### config.mk
export PLATFORM = sky130hd
export DESIGN_NAME = inst_fetch
export DESIGN_NICKNAME = d
export VERILOG_FILES = /design/src/rtl/inst_fetch_pkg.sv /design/src/rtl/inst_fetch_skid.sv /design/src/rtl/inst_fetch.sv
export SDC_FILE = /design/constraint.sdc
export NUM_CORES = 1
export LEC_CHECK = 0
export CORE_ASPECT_RATIO = 1.2
export CORE_UTILIZATION = 30
export DETAILED_ROUTE_END_ITERATION = 6
export PLACE_DENSITY_LB_ADDON = 0.05
export SYNTH_ARGS = -nofsm -noshare
export SYNTH_HDL_FRONTEND = slang
export SYNTH_HIERARCHICAL = 1
export SYNTH_SLANG_ARGS = --single-unit
### constraint.sdc
create_clock -name clk -period 8.09 [get_ports clk]
set_input_delay 1.618 -clock clk [delete_from_list [all_inputs] [get_ports clk]]
set_output_delay 1.618 -clock clk [all_outputs]
set_load 0.02 [all_outputs]
### src/rtl/inst_fetch_pkg.sv
// Shared types for the PU fetch stage: address/word/register-index types,
// the freeze point selector for interrupt return PCs and the fetch FSM states.
package inst_fetch_pkg;

  localparam int ADDR_W_DEF = 12;
  localparam int INST_W_DEF = 32;
  localparam int REG_IDX_W  = 5;

  typedef logic [ADDR_W_DEF-1:0] address_t;
  typedef logic [INST_W_DEF-1:0] word_t;
  typedef logic [REG_IDX_W-1:0]  reg_index_t;

  // Which pipeline point an interrupt freezes at; selects the return PC.
  typedef enum logic [1:0] {
    FZ_NONE   = 2'd0,
    FZ_FETCH  = 2'd1,
    FZ_DECODE = 2'd2
  } freeze_at_e;

  typedef enum logic [1:0] {
    ST_START  = 2'd0,
    ST_RUN    = 2'd1,
    ST_REFILL = 2'd2,
    ST_WAIT   = 2'd3
  } fetch_state_e;

endpackage

### src/rtl/inst_fetch_skid.sv
// One-entry skid buffer catching the memory response that lands during the
// first cycle of a hold. Flush wins over push; push wins over pop.
module inst_fetch_skid
  import inst_fetch_pkg::*;
#(
  parameter int ADDR_W = 12,
  parameter int INST_W = 32
) (
  input  logic              clk,
  input  logic              reset,
  input  logic              push,
  input  logic              pop,
  input  logic              flush,
  input  logic [INST_W-1:0] in_inst,
  input  logic [ADDR_W-1:0] in_pc,
  input  logic              in_over,
  input  reg_index_t        in_sel,
  output logic              full,
  output logic [INST_W-1:0] out_inst,
  output logic [ADDR_W-1:0] out_pc,
  output logic              out_over,
  output reg_index_t        out_sel
);

  // Occupancy flag.
  always_ff @(posedge clk) begin
    if (reset || flush) full <= 1'b0;
    else if (push)      full <= 1'b1;
    else if (pop)       full <= 1'b0;
  end

  // Payload; only meaningful while full is set, so no reset needed.
  always_ff @(posedge clk) begin
    if (push && !flush) begin
      out_inst <= in_inst;
      out_pc   <= in_pc;
      out_over <= in_over;
      out_sel  <= in_sel;
    end
  end

endmodule

### src/rtl/inst_fetch.sv
// Instruction fetch stage: PC, fetch FSM, redirect mux, decode-facing
// registers and interrupt return PC capture.
// Optional build macro INST_FETCH_PERF_EN adds saturating perf counters
// perf_fetched and perf_bubbles.
module inst_fetch
  import inst_fetch_pkg::*;
#(
  parameter int                ADDR_W   = 12,
  parameter int                INST_W   = 32,
  parameter logic [ADDR_W-1:0] RESET_PC = '0
) (
  input  logic              clk,
  input  logic              reset,
  input  logic [ADDR_W-1:0] new_pc,
  input  logic              jump,
  input  logic [ADDR_W-1:0] int_vect,
  input  logic              int_jump,
  input  logic [1:0]        freeze_at,
  input  logic              hold,
  input  logic              if_wait,
  input  logic              gpr_sel_c_over,
  input  reg_index_t        gpr_sel_c,
  output logic [ADDR_W-1:0] imem_addr,
  output logic              imem_en,
  input  logic [INST_W-1:0] imem_data,
  output logic [INST_W-1:0] inst,
  output logic [ADDR_W-1:0] inst_pc,
  output logic              inst_valid,
  output logic              sel_c_over,
  output reg_index_t        sel_c,
  output logic [ADDR_W-1:0] int_ret_pc,
  output logic              waiting
`ifdef INST_FETCH_PERF_EN
  ,
  output logic [31:0]       perf_fetched,
  output logic [31:0]       perf_bubbles
`endif
);

  fetch_state_e      state, state_nxt;
  logic [ADDR_W-1:0] pc, pc_nxt, pc_seq;
  logic              redirect, go_wait, advance;
  logic              rsp_vld;
  logic [ADDR_W-1:0] rsp_pc;
  freeze_at_e        fz;

  logic              sk_full;
  logic [INST_W-1:0] sk_inst;
  logic [ADDR_W-1:0] sk_pc;
  logic              sk_over;
  reg_index_t        sk_sel;

  assign fz        = freeze_at_e'(freeze_at);
  assign pc_seq    = pc + ADDR_W'(1);
  assign imem_addr = pc;
  assign imem_en   = !reset && (state != ST_WAIT) && !hold;
  assign waiting   = (state == ST_WAIT);

  // Next-state / redirect mux: int_jump > jump > if_wait > hold > sequential.
  always_comb begin
    state_nxt = state;
    pc_nxt    = pc;
    redirect  = 1'b0;
    go_wait   = 1'b0;
    advance   = 1'b0;
    if (int_jump) begin
      pc_nxt    = int_vect;
      state_nxt = ST_REFILL;
      redirect  = 1'b1;
    end else if (state != ST_WAIT) begin
      if (jump) begin
        pc_nxt    = new_pc;
        state_nxt = ST_REFILL;
        redirect  = 1'b1;
      end else if (if_wait && state == ST_RUN) begin
        state_nxt = ST_WAIT;
        go_wait   = 1'b1;
      end else if (!hold) begin
        pc_nxt    = pc_seq;
        state_nxt = ST_RUN;
        advance   = 1'b1;
      end
    end
  end

  // FSM state and PC registers.
  always_ff @(posedge clk) begin
    if (reset) begin
      state <= ST_START;
      pc    <= RESET_PC;
    end else begin
      state <= state_nxt;
      pc    <= pc_nxt;
    end
  end

  // Tracks the single outstanding request; redirects and wait entry drop it.
  always_ff @(posedge clk) begin
    if (reset) begin
      rsp_vld <= 1'b0;
      rsp_pc  <= '0;
    end else begin
      rsp_vld <= advance;
      rsp_pc  <= pc;
    end
  end

  inst_fetch_skid #(.ADDR_W(ADDR_W), .INST_W(INST_W)) u_skid (
    .clk      (clk),
    .reset    (reset),
    .push     (hold && rsp_vld && !redirect && !go_wait),
    .pop      (advance && sk_full),
    .flush    (redirect || go_wait),
    .in_inst  (imem_data),
    .in_pc    (rsp_pc),
    .in_over  (gpr_sel_c_over),
    .in_sel   (gpr_sel_c),
    .full     (sk_full),
    .out_inst (sk_inst),
    .out_pc   (sk_pc),
    .out_over (sk_over),
    .out_sel  (sk_sel)
  );

  // Decode-facing registers: skid entry drains before any new response.
  always_ff @(posedge clk) begin
    if (reset) begin
      inst       <= '0;
      inst_pc    <= '0;
      inst_valid <= 1'b0;
      sel_c_over <= 1'b0;
      sel_c      <= '0;
    end else if (redirect || go_wait) begin
      inst_valid <= 1'b0;
    end else if (advance) begin
      if (sk_full) begin
        inst       <= sk_inst;
        inst_pc    <= sk_pc;
        sel_c_over <= sk_over;
        sel_c      <= sk_sel;
        inst_valid <= 1'b1;
      end else if (rsp_vld) begin
        inst       <= imem_data;
        inst_pc    <= rsp_pc;
        sel_c_over <= gpr_sel_c_over;
        sel_c      <= gpr_sel_c;
        inst_valid <= 1'b1;
      end else begin
        inst_valid <= 1'b0;
      end
    end
  end

  // Interrupt return PC, chosen by where the interrupt freezes the pipe.
  always_ff @(posedge clk) begin
    if (reset) begin
      int_ret_pc <= '0;
    end else if (int_jump) begin
      case (fz)
        FZ_FETCH:  int_ret_pc <= rsp_pc;
        FZ_DECODE: int_ret_pc <= inst_pc;
        default:   int_ret_pc <= pc_seq;
      endcase
    end
  end

`ifdef INST_FETCH_PERF_EN
  // Saturating count of instructions accepted by decode.
  always_ff @(posedge clk) begin
    if (reset)
      perf_fetched <= '0;
    else if (inst_valid && !hold && perf_fetched != '1)
      perf_fetched <= perf_fetched + 32'd1;
  end

  // Saturating count of refill and wait bubbles.
  always_ff @(posedge clk) begin
    if (reset)
      perf_bubbles <= '0;
    else if ((state == ST_REFILL || state == ST_WAIT) && perf_bubbles != '1)
      perf_bubbles <= perf_bubbles + 32'd1;
  end
`endif

endmodule
==> results of run 1 <==
cell usage after synthesis, types with 3 or more instances:
| library cell | count | share of area (%) |
|---|---|---|
| buf_2 | 9 | 0.74 |
| and3_1 | 4 | 0.41 |
| inv_1 | 11 | 0.67 |
| o21a_1 | 3 | 0.37 |
| o21ai_0 | 14 | 1.1 |
| a31oi_1 | 7 | 0.72 |
| o31ai_1 | 3 | 0.37 |
| clkbuf_1 | 22 | 1.3 |
| o22ai_1 | 3 | 0.31 |
| nor2_1 | 67 | 4.1 |
| a22oi_1 | 4 | 0.49 |
| buf_4 | 5 | 0.61 |
| a211oi_1 | 11 | 1.3 |
| edfxtp_1 | 50 | 25 |
| a21o_1 | 3 | 0.37 |
| ha_1 | 3 | 0.61 |
| buf_1 | 4 | 0.25 |
| nor3_1 | 10 | 0.82 |
| nand2_1 | 18 | 1.1 |
| nand4_1 | 3 | 0.31 |
| a221o_1 | 4 | 0.65 |
| xnor2_1 | 4 | 0.57 |
| dfxtp_1 | 91 | 30 |
| o32ai_1 | 3 | 0.43 |
| nor2b_1 | 15 | 1.5 |
| nand3_1 | 8 | 0.65 |
| nand2b_1 | 4 | 0.41 |
| a22o_1 | 3 | 0.43 |
| buf_6 | 4 | 0.74 |
| a211oi_2 | 39 | 8.0 |
| a221oi_1 | 8 | 1.1 |
| mux2i_1 | 52 | 8.5 |
| a21oi_1 | 18 | 1.5 |
worst max-delay path: stages:
cell and delay (ps):
clkdlybuf4s50_1 550, nor3_1 320, clkdlybuf4s50_1 670
area by class of cell:
cell class              instances  area, um2  area share [%]
well taps                     261        327            3.92
clock inverters                12        145            1.74
inverters                      11       41.3           0.496
multi-input cells             346       2540            30.5
clock buffers                  20        447            5.37
flip-flops and latches        141       3330            40.0
repair buffers                151       1500            18.0
sequential cells by signal (all words and copies together), names as in the netlist:
name             cells
inst                32
u_skid/out_inst     32
imem_addr           12
inst_pc             12
int_ret_pc          12
rsp_pc              12
u_skid/out_pc       12
sel_c                5
u_skid/out_sel       5
state                2
inst_valid           1
rsp_vld              1
sel_c_over           1
u_skid/full          1
u_skid/out_over      1
routing by layer:
layer,part of all wire (%),global-route usage [%]
met4,1.1,5.15
met3,4.1,3.95
met5,0,0
met2,48,26.6
met1,47,20.9
kinds of logic (layout without fill, tap and decap cells):
family / after synthesis / after routing / share of synthesized area (%)
buffers and inverters: 56 / 194 / 4.44
muxes: 52 / 52 / 8.51
adders and majority gates: 3 / 3 / 0.613
xor gates and xnor gates: 6 / 6 / 0.859
DFF: 141 / 141 / 54.3
and+or+nand+nor: 143 / 143 / 11.3
AOI/OAI and AO/OA: 142 / 142 / 20.0
final timing paths:
check | start | to | slack [ps] | cells past startpoint
setup / recovery | hold | imem_en | 3310 | 3
setup reg to reg | u_skid/full$_SDFFE_PP0P_ | inst[23]$_SDFFE_PP0P_ | 5050 | 6
hold / removal | rsp_pc[0]$_SDFF_PP0_ | u_skid/out_pc[0]$_DFFE_PP_ | 460 | 0
hold reg to reg | rsp_pc[0]$_SDFF_PP0_ | u_skid/out_pc[0]$_DFFE_PP_ | 460 | 0
power breakdown:
part	internal, mW	leakage, nW	switching, mW
registers	0.748	1.19	0.0189
clock network	0.490	0.285	0.286
logic	0.0801	1.16	0.0816
total	1.32	2.63	0.387
through the flow:
step | util, % | setup slack (ps) | cells | hold WS [ps] | cell area, um2
after global placement | 39.1 | 3290 | 910 | 444 | 7730
after CTS | 42.1 | 3320 | 942 | 459 | 8320
after detailed placement | 39.1 | 3240 | 910 | 444 | 7730
final | 42.1 | 3310 | 942 | 460 | 8320
after global routing | 42.1 | 3250 | 942 | 473 | 8320
after floorplan | - | 2960 | 543 | 430 | 6120
==> results.yml, run 1 <==
timing:
  relSlewSlack_pct: 35.1
  final.setup.tns_ps: 0
  grt_setup_unrepaired: "no"
  finalHoldViolations: 0
  final-max-slew-violation-count: 0
  final_min_period_over_clock_period_pct: 59.1
  timing_worst_slew_pin_value_ps: 974
  timing.clock.skew_ps: 10.0
  max_freq_mhz: 209
  layout_min_cycle_time_ps: 4780
  setup_viol: 0
critical_path:
  worstSetupPathType: "in2out"
  timing.critical_path.from_type: "input pin"
  critPathCaptureType: "output pin"
  critical_path.max_fanout: 7
  cp.arrival_ps: 3160
  cp.required_ps: 6470
global_route:
  largest_net_degree_at_the_start_of_global_routing: 73
  first_global_vias: 4672
  grt.overflow.total: 0
  grt_first_pass_wirelength_um: 26200
  grt_use_total_pct: 16.2
  initial_antenna_violation_count: 0
synth:
  synth.yosys.seq_area_share_pct: 54.3
  synth-edff-count: 50
  syn_warnings: 6
  ys_async_sr_fraction_pct: 0
  synth_fp_nets: 616
  netlist-cell-type-count: 59
  post_syn_area_mm2: 0.00612
  synth-seq-cells: 141
  ys.flop_type: "dfxtp_1"
  post_synth.cell_area_avg_um2: 11.3
  postSynthCellCount: 543
finish:
  post_route_cells_drive_above_1_share_pct: 11.7
  fillCellCount: 1951
  mostFrequentLayoutCells: "clkdlybuf4s50_1, dfxtp_1, nor2_1, mux2i_1, edfxtp_1"
  num_antenna_cells: 0
  layout_commonest_cell: "clkdlybuf4s50_1"
  synthToLayoutAreaGrowth_pct: 36.0
  nets: 741
clocking:
  clock-root-buffer: "clkbuf_16"
  cts_buffers: 17
  clock_insertion_delay_worst_skew_ps: 410
  worst_setup_hold_path_clk_slew_ps: 60
  clockBufferDepth: 2
  post_cts.repair.setup_buffers: 0
  tritoncts: "yes"
  holdBufCountCts: 0
  clock_h_tree_levels: 4
  ctsResizeCount: 0
  cts.sink_count: 141
detailed_routing:
  detail-route-antenna-nets: 0
  route.detailed.wl_per_inst_um: 17.4
  detailedRoute.firstPassIterationCount: 4
  avgViaCountPerCell: 4.99
  dr.first_iter.drc_count: 265
  dr_total_vias: 4702
  postRouteWirelength_um: 16400
  drc: 0
placement:
  routabilityCongestion: 0.837
  portBuffers: 146
  dp_hpwl_um: 11000
run:
  maxCapViolCount: 0
die:
  fp.coreArea_mm2: 0.0198
  rows: 56
  design.portCount: 147
  floorplan.die.width_um: 132
  fp.dieH_um: 158
  total_die_area_mm2: 0.0210
  start_util_pct: 31.0
worst_hold_path:
  hold_class: "reg2reg"
pwr:
  design_power_total_mw: 1.70
  p_per_area_mw_per_mm2: 205
  power.ir.vdd_worst_mv: 0.146
  p_leak_nw: 2.63
status:
  status: "complete, no violations"
Power figures use the tool's default switching activity.
==> inputs of run 2 (changes only) <==
==> constraint.sdc (replaced) <==
create_clock -name clk -period 3.9 [get_ports clk]
set_input_delay 0.78 -clock clk [delete_from_list [all_inputs] [get_ports clk]]
set_output_delay 0.78 -clock clk [all_outputs]
set_load 0.02 [all_outputs]
==> run 2 against run 1 <==
- clock skew fell by 0.62 ps
- wire length barely moved
- sequential share of layout area fell by 0.35 points
- sequential power rose by 110%
- clock power rose by 110%
- first-iteration DRC count rose by 17%
- combinational power rose by 110%
- flip-flop and latch count did not move
- non-clock buffer count rose by 5
==> results.yml, run 2 (synthesis results as in run 1) <==
placement:
  dp_hpwl_um: 11000
  portBuffers: 146
  detailed_place.area_mm2: 0.00781
  routabilityCongestion: 0.843
die:
  start_util_pct: 31.0
  rows: 56
  fp.dieH_um: 158
  design.portCount: 147
  total_die_area_mm2: 0.0210
  fp.coreArea_mm2: 0.0198
  floorplan.die.width_um: 132
timing:
  timing_worst_slew_pin_value_ps: 937
  timing.clock.skew_ps: 9.40
  final_min_period_over_clock_period_pct: 79.3
  final-max-slew-violation-count: 0
  layout_min_cycle_time_ps: 3090
  grt_setup_unrepaired: "no"
  max_freq_mhz: 323
  finalHoldViolations: 0
  setup_viol: 0
  final.setup.tns_ps: 0
  relSlewSlack_pct: 37.5
critical_path:
  family_with_the_most_delay_on_the_worst_path: "buffers and inverters"
  path_depth: 3
  crit_path_frequent_cell: "clkdlybuf4s50_1"
  worstSetupPathType: "in2out"
  crit_buf_inv: 2
  critPathCaptureType: "output pin"
  critical-path-slowest-cell: "clkdlybuf4s50_1"
  cp.required_ps: 3120
  ff2ff_path_depth: 5
  max_stage_delay_ps: 660
  critical_path.max_fanout: 7
  timing.critical_path.from_type: "input pin"
  cp.arrival_ps: 2310
  crit_chain: "clkdlybuf4s50_1 > nor3_1 > clkdlybuf4s50_1"
global_route:
  first_global_vias: 4741
  grt_first_pass_wirelength_um: 25800
  grt.overflow.total: 0
  initial_antenna_violation_count: 0
  grt_use_total_pct: 15.9
  largest_net_degree_at_the_start_of_global_routing: 52
status:
  status: "complete, no violations"
clocking:
  holdBufCountCts: 0
  tritoncts: "yes"
  clock_insertion_delay_worst_skew_ps: 420
  ctsResizeCount: 0
  clockBufferDepth: 2
  clock-root-buffer: "clkbuf_16"
  cts.sink_count: 141
  post_cts.repair.setup_buffers: 0
  worst_setup_hold_path_clk_slew_ps: 60
  clock_h_tree_levels: 4
  cts_buffers: 17
finish:
  utilization_pct: 42.5
  synthToLayoutAreaGrowth_pct: 37.2
  fillCellCount: 1914
  mostFrequentLayoutCells: "clkdlybuf4s50_1, dfxtp_1, nor2_1, mux2i_1, edfxtp_1"
  layout_commonest_cell: "clkdlybuf4s50_1"
  post_route_cells_drive_above_1_share_pct: 12.4
  num_antenna_cells: 0
  fin_area_mm2: 0.00840
  nets: 746
  largestRegisters: "inst: 32 flops, u_skid/out_inst: 32 flops"
detailed_routing:
  detailedRoute.firstPassIterationCount: 4
  dr.first_iter.drc_count: 310
  postRouteWirelength_um: 16400
  dr_total_vias: 4747
  detail-route-antenna-nets: 0
  avgViaCountPerCell: 5.02
  drc: 0
  route.detailed.wl_per_inst_um: 17.4
pwr:
  power.ir.vdd_worst_mv: 0.301
  p_per_area_mw_per_mm2: 422
  p_leak_nw: 2.67
worst_hold_path:
  cell_depth_of_the_worst_hold_path: 0
  hold_class: "reg2reg"
run:
  maxCapViolCount: 0
==> run 2: worst register-to-register path, cell delays in order (launching register included) <==
cell and delay [ps]:
dfxtp_1 410, nand2_1 270, a21oi_1 370, and3_1 240
nor2b_4 170, buf_12 290
==> run 2: final timing paths <==
path / start / end / slack, ps
worst min register to register: rsp_pc[7]$_SDFF_PP0_ / u_skid/out_pc[7]$_DFFE_PP_ / 460
worst min-delay path: rsp_pc[7]$_SDFF_PP0_ / u_skid/out_pc[7]$_DFFE_PP_ / 460
worst max-delay path: hold / imem_en / 810
worst max register to register: state[0]$_SDFFE_PP0P_ / u_skid/out_inst[12]$_DFFE_PP_ / 1790
==> run 2: cell type report <==
type                    instances  area, um2  area share [%]
well taps                     261        327            3.89
clock inverters                12        146            1.74
multi-input cells             346       2540            30.3
flip-flops and latches        141       3330            39.6
clock buffers                  19        443            5.27
inverters                      11       41.3           0.492
repair buffers                156       1570            18.7
==> run 2: metrics by stage <==
| step | hold WS [ps] | setup slack [ps] | instances | total power [mW] |
|---|---|---|---|---|
| 2_1_floorplan | 430 | 564 | 543 | 1.79 |
| 3_3_place_gp | 444 | 830 | 915 | 1.96 |
| 3_5_place_dp | 441 | 844 | 915 | 1.96 |
| 4_1_cts | 459 | 820 | 946 | 3.59 |
| 5_1_grt | 460 | 726 | 946 | 3.68 |
| 6_report | 461 | 806 | 946 | 3.54 |
==> run 2: routing by layer <==
metal	wire length (um)	share of wire, %	vias to the layer above	track usage (%)
met1	7500	46	2258	19.6
li1	-	-	2291	-
met3	724	4.4	33	3.50
met5	0	0	-	0
met2	7830	48	165	26.9
met4	364	2.2	0	6.90
==> run 2: report_power, final <==
| group | internal [mW] | switching [mW] | total, mW |
|---|---|---|---|
| clock network | 1.01 | 0.601 | 1.61 |
| logic | 0.169 | 0.170 | 0.340 |
| registers | 1.55 | 0.0388 | 1.59 |
